`config.mk`:
```
export PLATFORM = sky130hd
export DESIGN_NAME = alu_operand_stage
export DESIGN_NICKNAME = d
export VERILOG_FILES = /design/src/rtl/alu_operand_stage.sv
export SDC_FILE = /design/constraint.sdc
export NUM_CORES = 2
export LEC_CHECK = 0
export BUFFER_PORTS_ARGS = -buffer_cell sky130_fd_sc_hd__buf_2
export CAP_MARGIN = 20
export CORE_AREA = 2 2 350 352
export DETAILED_ROUTE_END_ITERATION = 10
export DIE_AREA = 0 0 352 354
export PLACE_DENSITY_LB_ADDON = 0.3
export SETUP_SLACK_MARGIN = 0.2
export SLEW_MARGIN = 20
export SYNTH_ARGS = -nofsm -noshare
export SYNTH_HDL_FRONTEND = slang
export SYNTH_SLANG_ARGS = --single-unit
```
`constraint.sdc`:
```
create_clock -name clk -period 2.9 [get_ports clk]
set_clock_uncertainty 0.15 [all_clocks]
set_input_delay 0.145 -clock clk [delete_from_list [all_inputs] [get_ports clk]]
set_output_delay 0.145 -clock clk [all_outputs]
set_load 0.02 [all_outputs]
```
`src/rtl/alu_operand_stage.sv`:
```
// alu_operand_stage: GPR read/issue stage feeding the ALU, with writeback bypass and a RAW-hazard scoreboard.
module alu_operand_stage #(
  parameter int DW = 32,
  parameter int NREG = 32,
  parameter int AW = $clog2(NREG)
) (
  input  logic          clk,
  input  logic          rst_n,
  input  logic          in_valid,
  output logic          in_ready,
  input  logic [AW-1:0] in_rs,
  input  logic [AW-1:0] in_rt,
  input  logic [AW-1:0] in_rd,
  input  logic [2:0]    in_op,
  input  logic          in_use_imm,
  input  logic [DW-1:0] in_imm,
  output logic          out_valid,
  input  logic          out_ready,
  output logic [DW-1:0] A,
  output logic [DW-1:0] B,
  output logic [2:0]    ALUOp,
  output logic [AW-1:0] out_rd,
  input  logic          wb_en,
  input  logic [AW-1:0] wb_addr,
  input  logic [DW-1:0] wb_data
);
  logic [DW-1:0] gpr [NREG];
  logic [NREG-1:0] pending, pending_nxt;
  logic [DW-1:0] a_val, b_val;
  logic rs_byp, rt_byp, haz, take;
  assign rs_byp = wb_en && wb_addr == in_rs;
  assign rt_byp = wb_en && wb_addr == in_rt;
  assign a_val = in_rs == '0 ? '0 : rs_byp ? wb_data : gpr[in_rs];
  assign b_val = in_use_imm ? in_imm : in_rt == '0 ? '0 : rt_byp ? wb_data : gpr[in_rt];
  // a writeback arriving this cycle resolves the dependency through the bypass
  assign haz = (in_rs != '0 && pending[in_rs] && !rs_byp)
             || (!in_use_imm && in_rt != '0 && pending[in_rt] && !rt_byp);
  assign in_ready = (!out_valid || out_ready) && !haz;
  assign take = in_valid && in_ready;
  // set after clear so a newly issued producer wins over a retiring one
  always_comb begin
    pending_nxt = pending;
    if (wb_en) pending_nxt[wb_addr] = 1'b0;
    if (take && in_rd != '0) pending_nxt[in_rd] = 1'b1;
  end
  always_ff @(posedge clk or negedge rst_n) begin
    if (!rst_n) begin
      out_valid <= 1'b0;
      A <= '0;
      B <= '0;
      ALUOp <= '0;
      out_rd <= '0;
      pending <= '0;
      for (int i = 0; i < NREG; i++) gpr[i] <= '0;
    end else begin
      if (take) begin
        A <= a_val;
        B <= b_val;
        ALUOp <= in_op;
        out_rd <= in_rd;
        out_valid <= 1'b1;
      end else if (out_ready) begin
        out_valid <= 1'b0;
      end
      if (wb_en && wb_addr != '0) gpr[wb_addr] <= wb_data;
      pending <= pending_nxt;
    end
  end
endmodule

```
# Word-level counts from Yosys, hierarchy flattened
# Cells that the tools add are included.
[totals]
register_bits = 1129
latchBits = 0
ram_bits = 0
rom_bits = 0
in_bits = 93
output_inout_bits = 74
elab_cells = 110
n_memories = 0
[classes]
add_sub_neg = 0
n_mul = 0
n_div = 0
magnitude_cmp = 10
eq_ne = 2
shift = 0
n_mux = 26
n_bitwise = 6
reduce_logical = 28
[ops]
columns = ["operator", "n"]
rows = [
  ["$bwmux 1024", 1],
  ["$mux 32", 12],
  ["$bmux 32 s5", 2],
  ["$demux 32 s5", 1],
  ["$and 32x32->32", 1],
  ["$not 32->32", 1],
  ["$or 32x32->32", 1],
  ["$lt 5x6->1 const B", 4],
  ["$reduce_bool 5->1", 4],
  ["$ge 6x6->1 const B", 3],
  ["$not 5->6", 3],
  ["$logic_and 1x1->1", 14],
  ["$bmux 1 s5", 2],
  ["$demux 1 s5", 2],
  ["$eq 5x5->1", 2],
  ["$ge 5x1->1 const B", 2],
  ["$logic_not 5->1", 2],
  ["$lt 6x1->1 const B", 1],
  ["$mux 1", 6],
  ["$logic_not 1->1", 5],
  ["$logic_or 1x1->1", 2],
  ["$reduce_bool 2->1", 1],
]

# Logic depth before layout (Yosys ltp)
[logic_depth]
depth_word = 10
depth_mapped = 11

# Least setup slack after synthesis
# OpenSTA, ideal clock, no wires.
[synth_timing]
kind = "input to register"
start = "input port in_rs[1]"
end = "register A[30]"
arrival_time_ps = 2524
required_time_ps = 2625
path_slack_ps = 101
path_stages = 10
n_path_buf = 5
path_cell_list = "buf_2 buf_2 clkbuf_1 clkbuf_1 buf_1 mux4_2 mux2_2 o2111ai_1 o211ai_1 mux2_2"
[synth_between]
elab_chain_cells = 8
elab_cells_between_ends = 19
[synth_lines]
columns = ["item", "line_no", "rtl"]
rows = [
  ["from (decl)", "11", "input logic [AW-1:0] in_rs,"],
  ["$bmux 1 s5 or $eq 5x5->1 (tied branches)", "36, 31", ""],
  ["$mux 1 (implied by the code) or $logic_and 1x1->1 (tied branches)", "36, 31", ""],
  ["$logic_and 1x1->1 or $logic_not 1->1 (tied branches)", "36", "assign haz = (in_rs != '0 && pending[in_rs] && !rs_byp)"],
  ["$logic_and 1x1->1", "36", ""],
  ["$logic_or 1x1->1", "37", "|| (!in_use_imm && in_rt != '0 && pending[in_rt] && !rt_byp);"],
  ["$logic_not 1->1", "38", "assign in_ready = (!out_valid || out_ready) && !haz;"],
  ["$logic_and 1x1->1", "38", ""],
  ["$logic_and 1x1->1", "39", "assign take = in_valid && in_ready;"],
  ["to (signal assigned)", "57", "A <= a_val;"],
  ["to (decl)", "19", "output logic [DW-1:0] A,"],
]
# Several ways; a longest one is shown, not always the timed one. The select of a mux whose other input is x is not followed.
# A chain may end at the register's enable or synchronous reset.

# Worst setup path after layout
[layout_timing]
start = "register pending[8]"
end = "register B[0]"
[layout_between]
elab_chain_cells = 8
elab_cells_between_ends = 12
[layout_lines]
columns = ["item", "line_no", "rtl"]
rows = [
  ["from (decl)", "28", "logic [NREG-1:0] pending, pending_nxt;"],
  ["from (signal assigned)", "66", "pending <= pending_nxt;"],
  ["$bmux 1 s5, on equally long branches", "36, 37", ""],
  ["$mux 1, on equally long branches", "36, 37", ""],
  ["$logic_and 1x1->1, on equally long branches (2 in series)", "36, 37", ""],
  ["$logic_or 1x1->1 *", "37", ""],
  ["$logic_not 1->1 *", "38", ""],
  ["$logic_and 1x1->1 *", "38", ""],
  ["$logic_and 1x1->1 *", "39", ""],
  ["to (signal assigned)", "58", "B <= b_val;"],
  ["to (decl)", "20", "output logic [DW-1:0] B,"],
]
# Every way passes the cells marked *; elsewhere a longest branch is shown, timed or not. The select of a mux whose other input is x is not followed.

==> summary.md <==
Summing the areas of all xor and xnor instances in the mapped netlist gives 0.146% of the synthesized area. For this configuration, the core starts out at a cell density of 49.6%. The first global-routing pass estimated 268000 µm of wire. The mux contribution to synthesized area was 42.9%. For this run, the register share of the synthesized area comes to 47.1%.

For the max-slew violation count, the log shows 0. The synthesized netlist devotes 2.22% of its cell area to simple gates. The run gives 22.4% as the proportion of power drawn by combinational gates.

The min-delay analysis places its worst path in the category input port to register. The clock drives 1129 sinks. The run gives 0 as the number of routed nets with antenna violations. The master of the slowest instance on the critical path is sky130_fd_sc_hd__mux4_2. The pre-antenna-repair detailed-routing pass consisted of 5 iterations.

The fraction of synthesis flops using an asynchronous set or reset pin was 100%. The total area inside the core boundary comes to 121000 µm². Entering global routing, the biggest net connects 108 pins.

The run gives 5894 as the number of cells in the finished layout apart from fillers. The flow ran to the end, but the final reports show violations. The clock-pin slew on the worst setup and hold paths works out to 0.07 ns. Row generation in the floorplan step produced 128 rows. The logs give 125000 µm² for the area of the die and 1 for the setup violation total in the final timing report. The worst slew margin relative to its limit was 37.4%; the data arrival time at the worst-slack endpoint was 3.37 ns. The detailed-route DRC error count is 0.

TritonCTS built the clock tree. The run gives 9329 as the filler cell count. The worst path in the final design needs a cycle of 2.91 ns, including I/O delays and setup. The run gives 33.2% as the relative contribution of the clock network to total power. The signal on the critical path passes through mux4_2 > mux2_4 > nor4_4 > a311oi_2 > a221o_4 > buf_8 > buf_8 > buf_16 > mux2_4. Overall power consumption after layout is estimated at 47.8 mW. After the first detailed-routing iteration, the DRC count stood at 3696. Number of enable-type register cells in the synthesized netlist: 0. The power density relative to cell area came out at 687 nW/µm².

Summed over all nets, the half-perimeter wirelength after detailed placement is 103000 µm. The area share of fa/ha/maj cells after synthesis is 0%. For the combined area of all synthesized cells, the log shows 59900 µm².

The top fanout value on the critical path is 4, and the signed area change from the synthesized netlist to the final layout is 16.0%. The aggregate routed wire length is 179000 µm, and the total of max-cap violations is 0. The final route contains 38700 vias. The critical path start-end classification was register to register. Number of antenna violations at the first check in global routing: 3. For this run, the total global-route usage over all layers was measured as 28.9%. The analysis attributes to net switching a power of 13.1 mW. The number of clock buffers inserted by TritonCTS was 116; the data required time at the worst endpoint was 3.37 ns. Cells with a size suffix above 1 make up 53.5% of the layout. In this run the tool buffered the top-level ports with 166 buffer cells. STA classifies the critical path startpoint as a register. The dominant combinational cell family by area after synthesis is multiplexers.

The total global routing overflow is 0. The chip height is 354 µm. Including well taps, the total number of placed cells is 5566. The biggest cell delay along the critical path works out to 0.47 ns. The logs give 0.835 for the weighted congestion at the end of routability-driven global placement and 47 for the count of unique library cells instantiated by Yosys.

In this run the count of I/O pins placed on the die edge is 167. After synthesis, the largest area contributor takes up 47.1% of total cell area. In this run switching power makes up 27.4% of total power. The final reports fail on setup timing. Based on the critical path, the design can be clocked at up to 344 MHz. The run gives 0.74 ns as the clock latency on the worst-skew pair. Setup repair after global routing could not meet its margin everywhere.

The mean instance size in the synthesized netlist is 14.9 µm², and the number of hold violations in the final report is 0. By instance count, the leading cell after synthesis is sky130_fd_sc_hd__dfrtp_1. The die is 352 µm wide.

The run gives 3 as the worst-case clock buffer depth. For the sequential cell fraction of total power, the log shows 44.3%. Summed over all instances, the cell type with the most area after synthesis is sky130_fd_sc_hd__dfrtp_1.

After detailed routing, the average wire length per cell comes to 30.4 µm. The number of nets in the finished design is 4260, and the transition at the pin with the smallest max-transition slack is 0.939 ns. The worst path setup slack after routing was -0.00860 ns. During synthesis, Yosys emitted a total of 0 warnings. The post-synthesis instance total is 4016, and the maximum vdd ir drop is 0.000558 V. Type of element capturing the critical path: a register.

Internal power comes to 34.7 mW. The number of vias per cell is 6.56, and the post-route fraction of the period consumed by the critical path is 100%. The run gives 4109 as the number of nets produced by synthesis. The root buffer cell chosen for the clock tree is sky130_fd_sc_hd__clkbuf_16. The run gives 40000 as the via count of the first global-routing pass. Sorting the synthesized cells by area gives the leading types as sky130_fd_sc_hd__dfrtp_1 (47%), sky130_fd_sc_hd__mux2_2 (21%), sky130_fd_sc_hd__mux4_2 (19%).

The H-tree depth is 3, and the post-synthesis compound-gate area fraction is 4.51%. The commonest cells after synthesis are sky130_fd_sc_hd__dfrtp_1 (1129), sky130_fd_sc_hd__mux2_2 (1103), sky130_fd_sc_hd__mux4_2 (517). The leakage dissipation was 30.3 nW.

The flop and latch count out of synthesis came out at 1129. Among all flip-flop cells after synthesis, the most frequent one is sky130_fd_sc_hd__dfrtp_1.
-- worst paths after layout --
kind / from / end / slack, ns / depth (start not counted)
max: pending[8] / B[0] / -0.009 / 9
min: in_rd[0] / pending[14] / 0.07 / 3
max reg2reg: pending[8] / B[0] / -0.009 / 9
min reg2reg: gpr[995] / gpr[995] / 0.24 / 0
max in group asynchronous: rst_n / gpr[872] / 1.29 / 5
min in group asynchronous: rst_n / gpr[860] / 0.52 / 4
-- layout make-up --
| class | count | area [µm²] | area share, % |
|---|---|---|---|
| Timing Repair Buffer | 486 | 4880 | 7.02 |
| Inverter | 14 | 52.6 | 0.0755 |
| Sequential cell | 1129 | 28300 | 40.6 |
| Tap cell | 1625 | 2030 | 2.92 |
| Clock inverter | 41 | 503 | 0.723 |
| Clock buffer | 178 | 3570 | 5.13 |
| Multi-Input combinational cell | 2420 | 30300 | 43.5 |
| Antenna cell | 1 | 2.50 | 0.00360 |
-- registers in the layout, indices dropped and copies added (netlist names) --
register / cells
gpr: 1024
ALUOp: 3
out_rd: 5
A: 32
B: 32
out_valid: 1
pending: 32
-- layout by cell type (no fill, tap or decap), types with 17 or more instances in the layout --
cell type | Yosys | final
sky130_fd_sc_hd__clkbuf_16 | 0 | 121
sky130_fd_sc_hd__mux2_2 | 1103 | 1065
sky130_fd_sc_hd__dlygate4sd3_1 | 0 | 85
sky130_fd_sc_hd__clkbuf_8 | 0 | 38
sky130_fd_sc_hd__dfrtp_1 | 1129 | 1129
sky130_fd_sc_hd__clkinv_2 | 0 | 21
sky130_fd_sc_hd__nand2_1 | 100 | 85
sky130_fd_sc_hd__buf_12 | 0 | 84
sky130_fd_sc_hd__buf_2 | 69 | 156
sky130_fd_sc_hd__mux2_4 | 10 | 51
sky130_fd_sc_hd__a211oi_1 | 123 | 123
sky130_fd_sc_hd__a211o_1 | 54 | 54
sky130_fd_sc_hd__a22oi_1 | 36 | 35
sky130_fd_sc_hd__buf_4 | 0 | 134
sky130_fd_sc_hd__o211ai_1 | 43 | 43
sky130_fd_sc_hd__clkbuf_1 | 302 | 22
sky130_fd_sc_hd__mux4_2 | 517 | 517
sky130_fd_sc_hd__o21ai_0 | 54 | 40
sky130_fd_sc_hd__a21oi_1 | 17 | 17
sky130_fd_sc_hd__mux2i_1 | 146 | 146
sky130_fd_sc_hd__nor2_1 | 36 | 20
sky130_fd_sc_hd__nor2b_1 | 82 | 82
-- per-stage QoR --
step | instance area [µm²] | utilization, % | setup WS [ns] | hold WS [ns] | TNS, ns
floorplan | 60000 | - | 0.158 | -0.301 | 0
global placement | 63900 | 52.9 | -0.0938 | -0.0739 | -0.0938
detailed placement | 63900 | 52.9 | -0.0628 | -0.0850 | -0.0628
CTS | 69300 | 57.3 | 0.00418 | 0.0179 | 0
global route | 69600 | 57.5 | -0.0345 | 0.0853 | -0.0850
finish | 69600 | 57.5 | -0.00860 | 0.0719 | -0.00860
-- metal layers --
layer | GRT usage [%] | wire (µm) | vias up | part of all wire (%)
met1 | 41.1 | 75500 | 20900 | 42
li1 | - | - | 15800 | -
met4 | 10.5 | 6190 | 4 | 3.5
met3 | 5.48 | 14700 | 340 | 8.2
met5 | 0.151 | 26 | - | 0.015
met2 | 44.5 | 82700 | 1572 | 46
-- critical path, delay by kind of cell (launching register included) --
family          cells  cell delay (ns)
buf+inv             3             0.46
simple gates        1             0.14
mux                 3             1.06
compound gates      2             0.56
flops               1             0.41
-- logic make-up after synthesis --
| logic type | after synthesis |
|---|---|
| DFF | 1129 |
| and+or+nand+nor | 266 |
| buffers and inverters | 467 |
| AOI/OAI and AO/OA | 365 |
| xor gates and xnor gates | 10 |
| muxes | 1779 |
-- timing repair --
action                     4_1_cts  5_1_grt
hold buffers                    86        0
gates cloned                     9        2
hold endpoints to repair      2194        0
gates resized for setup         25       66
buffers inserted                 9        2
pin swaps                        2        4
setup endpoints to repair       73       79
-- power groups by stage --
stage | combinational, mW | sequential, mW | clock, mW
floorplan | 7.32 | 21.0 | 0
global placement | 9.97 | 21.2 | 0
detailed placement | 10.2 | 21.4 | 0
CTS | 10.6 | 21.1 | 16.1
global route | 11.4 | 21.6 | 16.7
finish | 10.7 | 21.2 | 15.9
(Power assumes the default switching activity.)
